==> config.mk <==
export PLATFORM = sky130hd
export DESIGN_NAME = des_ip_loader
export DESIGN_NICKNAME = d
export VERILOG_FILES = /design/src/rtl/des_ip_loader.sv
export SDC_FILE = /design/constraint.sdc
export NUM_CORES = 1
export LEC_CHECK = 0
export CAP_MARGIN = 20
export CORE_AREA = 10 10 116 118
export DETAILED_ROUTE_END_ITERATION = 8
export DIE_AREA = 0 0 126 128
export GPL_TIMING_DRIVEN = 0
export PLACE_DENSITY_LB_ADDON = 0.2
export SLEW_MARGIN = 25
export SYNTH_ARGS = -nofsm -noshare
export SYNTH_HDL_FRONTEND = slang
export SYNTH_SLANG_ARGS = --single-unit
==> constraint.sdc <==
create_clock -name wClk -period 2 [get_ports wClk]
set_input_delay 0.2 -clock wClk [delete_from_list [all_inputs] [get_ports wClk]]
set_output_delay 0.2 -clock wClk [all_outputs]
set_load 0.01 [all_outputs]
==> src/rtl/des_ip_loader.sv <==
// des_ip_loader: DES input stage. Collects a 64-bit block from a byte-serial
// valid/ready stream, applies the Initial Permutation (IP) and offers the
// registered halves L0/R0 to the round engine via a valid/ready handshake.
//
// Parameter MSB_FIRST: 1 = first byte carries DES bits 1..8, 0 = first byte
// carries DES bits 57..64.
// Optional macro DES_IP_SELFCHECK_EN: adds rIpErr, a sticky flag raised when
// the inverse permutation of the held L0/R0 disagrees with the assembled block.
//
// Ports:
//   wClk, wRstN         clock, asynchronous active-low reset
//   wClear              synchronous abort of the partial/held block
//   wInByte, wInValid   byte stream in; rInReady back-pressures it
//   rL0, rR0            IP output, rL0[n] = IP bit n, rR0[n] = IP bit 32+n
//   rOutValid/wOutReady output handshake
//   rByteCnt            bytes captured in the current block
//   rIpErr              (DES_IP_SELFCHECK_EN only) self-check error, sticky

module des_ip_loader #(
    parameter int unsigned MSB_FIRST = 1
) (
    input  logic        wClk,
    input  logic        wRstN,
    input  logic        wClear,
    input  logic [7:0]  wInByte,
    input  logic        wInValid,
    output logic        rInReady,
    output logic [32:1] rL0,
    output logic [32:1] rR0,
    output logic        rOutValid,
    input  logic        wOutReady,
    output logic [2:0]  rByteCnt
`ifdef DES_IP_SELFCHECK_EN
    ,
    output logic        rIpErr
`endif
);

    localparam int unsigned BLK_W = 64;

    // Output bit i (1-based) takes input bit IP_TAB[i-1]; block vectors use [n] = DES bit n.
    localparam logic [6:0] IP_TAB [BLK_W] = '{
        7'd58, 7'd50, 7'd42, 7'd34, 7'd26, 7'd18, 7'd10, 7'd2,
        7'd60, 7'd52, 7'd44, 7'd36, 7'd28, 7'd20, 7'd12, 7'd4,
        7'd62, 7'd54, 7'd46, 7'd38, 7'd30, 7'd22, 7'd14, 7'd6,
        7'd64, 7'd56, 7'd48, 7'd40, 7'd32, 7'd24, 7'd16, 7'd8,
        7'd57, 7'd49, 7'd41, 7'd33, 7'd25, 7'd17, 7'd9,  7'd1,
        7'd59, 7'd51, 7'd43, 7'd35, 7'd27, 7'd19, 7'd11, 7'd3,
        7'd61, 7'd53, 7'd45, 7'd37, 7'd29, 7'd21, 7'd13, 7'd5,
        7'd63, 7'd55, 7'd47, 7'd39, 7'd31, 7'd23, 7'd15, 7'd7
    };

    // COLLECT: accept bytes; MERGE: last captured byte lands in the block;
    // PERM: register IP result; HOLD: wait for the round engine.
    typedef enum logic [1:0] {
        COLLECT = 2'd0,
        MERGE   = 2'd1,
        PERM    = 2'd2,
        HOLD    = 2'd3
    } state_e;

    function automatic logic [64:1] ip_perm(input logic [64:1] blk);
        logic [64:1] res;
        res = '0;
        for (int unsigned i = 0; i < BLK_W; i++) begin
            res[7'(i + 1)] = blk[IP_TAB[6'(i)]];
        end
        return res;
    endfunction

    state_e      state_q, state_d;
    logic [64:1] asm_q, asm_d;
    logic [7:0]  byte_q, byte_d;
    logic [2:0]  oct_q, oct_d;
    logic        wr_q, wr_d;
    logic [2:0]  cnt_q, cnt_d;
    logic [32:1] l0_q, l0_d;
    logic [32:1] r0_q, r0_d;
    logic        ov_q, ov_d;
    logic        rdy_q, rdy_d;
    logic [64:1] ip_c;

    assign ip_c = ip_perm(asm_q);

`ifdef DES_IP_SELFCHECK_EN
    logic        err_q, err_d;
    logic [64:1] held_ip_c;
    logic [64:1] fp_c;

    // Final permutation undoes IP: DES bit IP_TAB[i] comes back from IP bit i+1.
    assign held_ip_c = {r0_q, l0_q};
    always_comb begin
        fp_c = '0;
        for (int unsigned i = 0; i < BLK_W; i++) begin
            fp_c[IP_TAB[6'(i)]] = held_ip_c[7'(i + 1)];
        end
    end

    always_comb begin
        err_d = err_q;
        if (wClear) begin
            err_d = 1'b0;
        end else if (state_q == HOLD && fp_c != asm_q) begin
            err_d = 1'b1;
        end
    end

    always_ff @(posedge wClk or negedge wRstN) begin
        if (!wRstN) begin
            err_q <= 1'b0;
        end else begin
            err_q <= err_d;
        end
    end

    assign rIpErr = err_q;
`endif

    // Next-state and datapath update; wClear overrides everything.
    always_comb begin
        state_d = state_q;
        asm_d   = asm_q;
        byte_d  = byte_q;
        oct_d   = oct_q;
        wr_d    = 1'b0;
        cnt_d   = cnt_q;
        l0_d    = l0_q;
        r0_d    = r0_q;
        ov_d    = ov_q;
        rdy_d   = rdy_q;

        // Accepted bytes are registered first and written into their octet a cycle later.
        if (wr_q) begin
            for (int unsigned j = 0; j < 8; j++) begin
                asm_d[7'(8 * 32'(oct_q) + 1 + j)] = byte_q[3'(7 - j)];
            end
        end

        if (wClear) begin
            state_d = COLLECT;
            asm_d   = '0;
            cnt_d   = 3'd0;
            ov_d    = 1'b0;
            rdy_d   = 1'b1;
        end else begin
            unique case (state_q)
                COLLECT: begin
                    if (wInValid && rdy_q) begin
                        byte_d = wInByte;
                        oct_d  = (MSB_FIRST != 0) ? cnt_q : 3'd7 - cnt_q;
                        wr_d   = 1'b1;
                        cnt_d  = cnt_q + 3'd1;
                        if (cnt_q == 3'd7) begin
                            state_d = MERGE;
                            rdy_d   = 1'b0;
                        end
                    end
                end
                MERGE: begin
                    state_d = PERM;
                end
                PERM: begin
                    l0_d    = ip_c[32:1];
                    r0_d    = ip_c[64:33];
                    ov_d    = 1'b1;
                    state_d = HOLD;
                end
                HOLD: begin
                    if (wOutReady && ov_q) begin
                        ov_d    = 1'b0;
                        rdy_d   = 1'b1;
                        state_d = COLLECT;
                    end
                end
                default: begin
                    state_d = COLLECT;
                    rdy_d   = 1'b1;
                end
            endcase
        end
    end

    always_ff @(posedge wClk or negedge wRstN) begin
        if (!wRstN) begin
            state_q <= COLLECT;
            asm_q   <= '0;
            byte_q  <= '0;
            oct_q   <= '0;
            wr_q    <= 1'b0;
            cnt_q   <= '0;
            l0_q    <= '0;
            r0_q    <= '0;
            ov_q    <= 1'b0;
            rdy_q   <= 1'b1;
        end else begin
            state_q <= state_d;
            asm_q   <= asm_d;
            byte_q  <= byte_d;
            oct_q   <= oct_d;
            wr_q    <= wr_d;
            cnt_q   <= cnt_d;
            l0_q    <= l0_d;
            r0_q    <= r0_d;
            ov_q    <= ov_d;
            rdy_q   <= rdy_d;
        end
    end

    assign rInReady  = rdy_q;
    assign rL0       = l0_q;
    assign rR0       = r0_q;
    assign rOutValid = ov_q;
    assign rByteCnt  = cnt_q;

endmodule

==> metrics.md <==
| Metric | Value |
|---|---|
| Top post-synthesis cells by area | dfrtp_1 (60%), mux2_2 (14%), mux2i_1 (9.1%) |
| TritonCTS Buffers | 17 |
| Hold Path Class | in2async |
| Share of power burned in registers | 0.452 |
| Cell taking the most area after synthesis | dfrtp_1 |
| Status | complete, no violations |
| Vias per cell | 5.49 |
| Non-Filler Instances | 712 |
| Final Critical Period | 1.87 ns |
| DRT iter0 DRCs | 292 |
| VDD IR max | 631 µV |
| Layout cells sized above 1 | 0.234 |
| Crit-path slowest cell | dfrtp_1 |
| Slew @ Worst Pin | 0.702 ns |
| # setup viols final | 0 |
| Die footprint | 16,100 µm² |
| Max_slew headroom | 0.532 |
| Hpwl dp | 9170 µm |
| Synth top area share | 0.604 |
| Simple-Gate Fraction of Synth Area | 0.0824 |
| CTS tree | done |
| Fin crit share | 0.937 |
| Die X-Extent | 126 µm |
| FFs w/ async S/R, synth | 1.00 |
| Synth Register Bits | 147 |
| DRT antenna net count | 0 |
| CP max stage delay | 0.43 ns |
| Clock Sinks | 147 |
| CP required | 2.29 ns |
| Clock group share of total power | 0.473 |
| Largest net degree at the start of global routing | 99 |
| Max-slew violation count | 0 |
| Leakage | 3.70 nW |
| Net Count, Synth | 473 |
| Initial antenna violation count | 0 |
| Worst Path Class, Setup | reg2reg |
| Fmax | 534 MHz |
| Main synth FF type | dfrtp_1 |
| Ys Warns | 0 |
| Combinational family with the most area after synthesis | multiplexers |
| Top-count cell post-synth | dfrtp_1 |
| Max-cap violations | 0 |
| Clock root buffer | clkbuf_16 |
| Die Span Y | 128 µm |
| Post-synth EDFFs | 0 |
| Post-synth top cells | dfrtp_1 (146), mux2_2 (74), mux2i_1 (55) |
| Routed Wire Length | 13,900 µm |
| Startpoint Class | flip-flop |
| Crit Path Max Fanout | 10 |
| Mux contribution to synthesized area | 0.231 |
| Cell variety after synth | 40 |
| Mapped cell area | 6050 µm² |
| Mapped Avg Cell Area | 13.3 µm² |
| Post-route DRC | 0 |
| Pre-Repair DR Iteration Count | 6 |
| Placed cell area | 7070 µm² |
| ANT cells | 0 |
| Layout Nets | 575 |
| Crit end category | flip-flop |
| RD Place Congestion | 0.799 |
| Global route total overflow | 0 |
| H-Tree Depth | 4 |
| CTS Buffer Depth | 2 |
| RSZ-0062 raised after global routing | no |
| Power per Cell Area | 894 nW/µm² |
| Area Growth Syn to Fin | 27.2% |
| First-pass GRT wire length | 22,600 µm |
| Reg clk slew, reported paths | 0.06 ns |
| # fillers | 825 |
| All-Layer GR Usage | 0.176 |
| Sw Pwr | 1.54 mW |
| Latest clock arrival within the worst-skew pair | 0.41 ns |
| Initial Utilization | 0.539 |
| Synth Area in Adders | 0.0124 |
| Post-route clock skew | 0.00627 ns |
| Placed insts | 679 |
| Cell chain of the critical path | inv_1 -> ha_1 -> nand3_2 -> nor2_1 -> buf_4 -> mux2_2 |
| Compound-gate portion of the synthesized area | 0.0284 |
| XOR/XNOR Fraction of Synth Area | 0.00559 |
| Via count | 3,912 |
| Sw frac | 0.225 |
| Core area | 11,200 µm² |
| Hold Vio Cnt, Final | 0 |
| Gate Count Post-Synth | 454 |
| I/O Buffers | 81 |
| Critical Path AT | 2.17 ns |
| Internal | 5.33 mW |
| Final Cell Area | 7690 µm² |
| Routed length per instance | 19.5 µm |
| Register area share after synthesis | 0.609 |
| Comb power frac | 0.075 |
| Vias in the first global route | 4,259 |
| Placement row count | 39 |
| Ports | 82 |
==> worst max-delay path: cells and delay by family (launching register included) <==
family	cells	cell delay, ns
adder cells (fa/ha/maj)	1	0.23
buffers and inverters	2	0.37
flip-flops	1	0.43
multiplexers	1	0.36
AND/OR/NAND/NOR	2	0.38
==> power groups by stage <==
stage,sequential (mW),combinational [mW],clock (mW)
finish,3.11,0.513,3.25
global route,3.12,0.568,3.42
CTS,3.11,0.515,3.30
detailed placement,3.16,0.506,0
global placement,3.16,0.482,0
floorplan,3.15,0.300,0
==> repair_timing <==
item                                    in CTS  in global routing
resized for setup                            0                  0
endpoints found under the setup margin       0                  0
buffers inserted                             0                  0
hold buffers                                 1                  0
endpoints found under the hold margin       48                  0
==> layout make-up <==
cell class / count / area (µm²) / share of cell area
sequential: 147 / 3680 / 0.478
timing repair buffer: 83 / 853 / 0.111
multi-input combinational: 268 / 2170 / 0.283
tap: 143 / 179 / 0.0233
clock inverter: 9 / 126 / 0.0164
clock buffer: 23 / 488 / 0.0634
inverter: 3 / 11.3 / 0.00146
buffer: 36 / 181 / 0.0236
==> metrics by stage <==
step           hold WS (ns)  TNS, ns  total power, mW   util  setup WS [ns]
3_3_place_gp          0.487  -718.43             3.64  0.627          -4.91
3_5_place_dp          0.133        0             3.66  0.630         0.0162
6_report              0.285        0             6.87  0.685          0.127
5_1_grt               0.312        0             7.10  0.685        0.00583
4_1_cts               0.297        0             6.92  0.685         0.0894
2_1_floorplan       -0.0956        0             3.45      -          0.378
==> placed cells by master (no fill, tap or decap), drive strengths merged, types with 4 or more instances in the layout <==
| cell type | count |
|---|---|
| clkdlybuf4s50 | 80 |
| buf | 25 |
| mux2 | 75 |
| nand2b | 8 |
| dfrtp | 146 |
| nand2 | 15 |
| nand3 | 5 |
| clkinv | 5 |
| mux2i | 55 |
| clkbuf | 36 |
| a21oi | 12 |
| nor2 | 54 |
| nand4 | 4 |
| ha | 6 |
==> state kept, by name, summed over array words and instances (netlist names) <==
register   cells
rInReady       1
oct_q          3
state_q        2
rByteCnt       3
byte_q         8
asm_q         64
wr_q           1
rL0           32
rOutValid      1
rR0           32
==> final timing paths <==
| path | from | endpoint | slack (ns) | depth (start not counted) |
|---|---|---|---|---|
| min reg2reg | rR0[27] | rR0[27] | 0.50 | 1 |
| min | wRstN | asm_q[16] | 0.29 | 2 |
| max reg2reg | state_q[1] | byte_q[1] | 0.13 | 6 |
| max in group asynchronous | wRstN | rR0[13] | 0.92 | 3 |
| max | state_q[1] | byte_q[1] | 0.13 | 6 |
| min in group wClk | wInByte[0] | byte_q[0] | 0.40 | 2 |
==> layer usage <==
metal | track usage | vias to the layer above | part of all wire
met5 | 0 | - | 0
met4 | 0.0630 | 0 | 0.019
met3 | 0.0550 | 20 | 0.050
met2 | 0.295 | 94 | 0.51
met1 | 0.208 | 2027 | 0.43
li1 | - | 1771 | -
==> cells by family after synthesis <==
family | after synthesis
compound gates | 27
flops | 147
fa+ha+maj | 6
simple gates | 102
buf+inv | 39
xor+xnor | 3
mux | 130
Power figures use the tool's default switching activity.
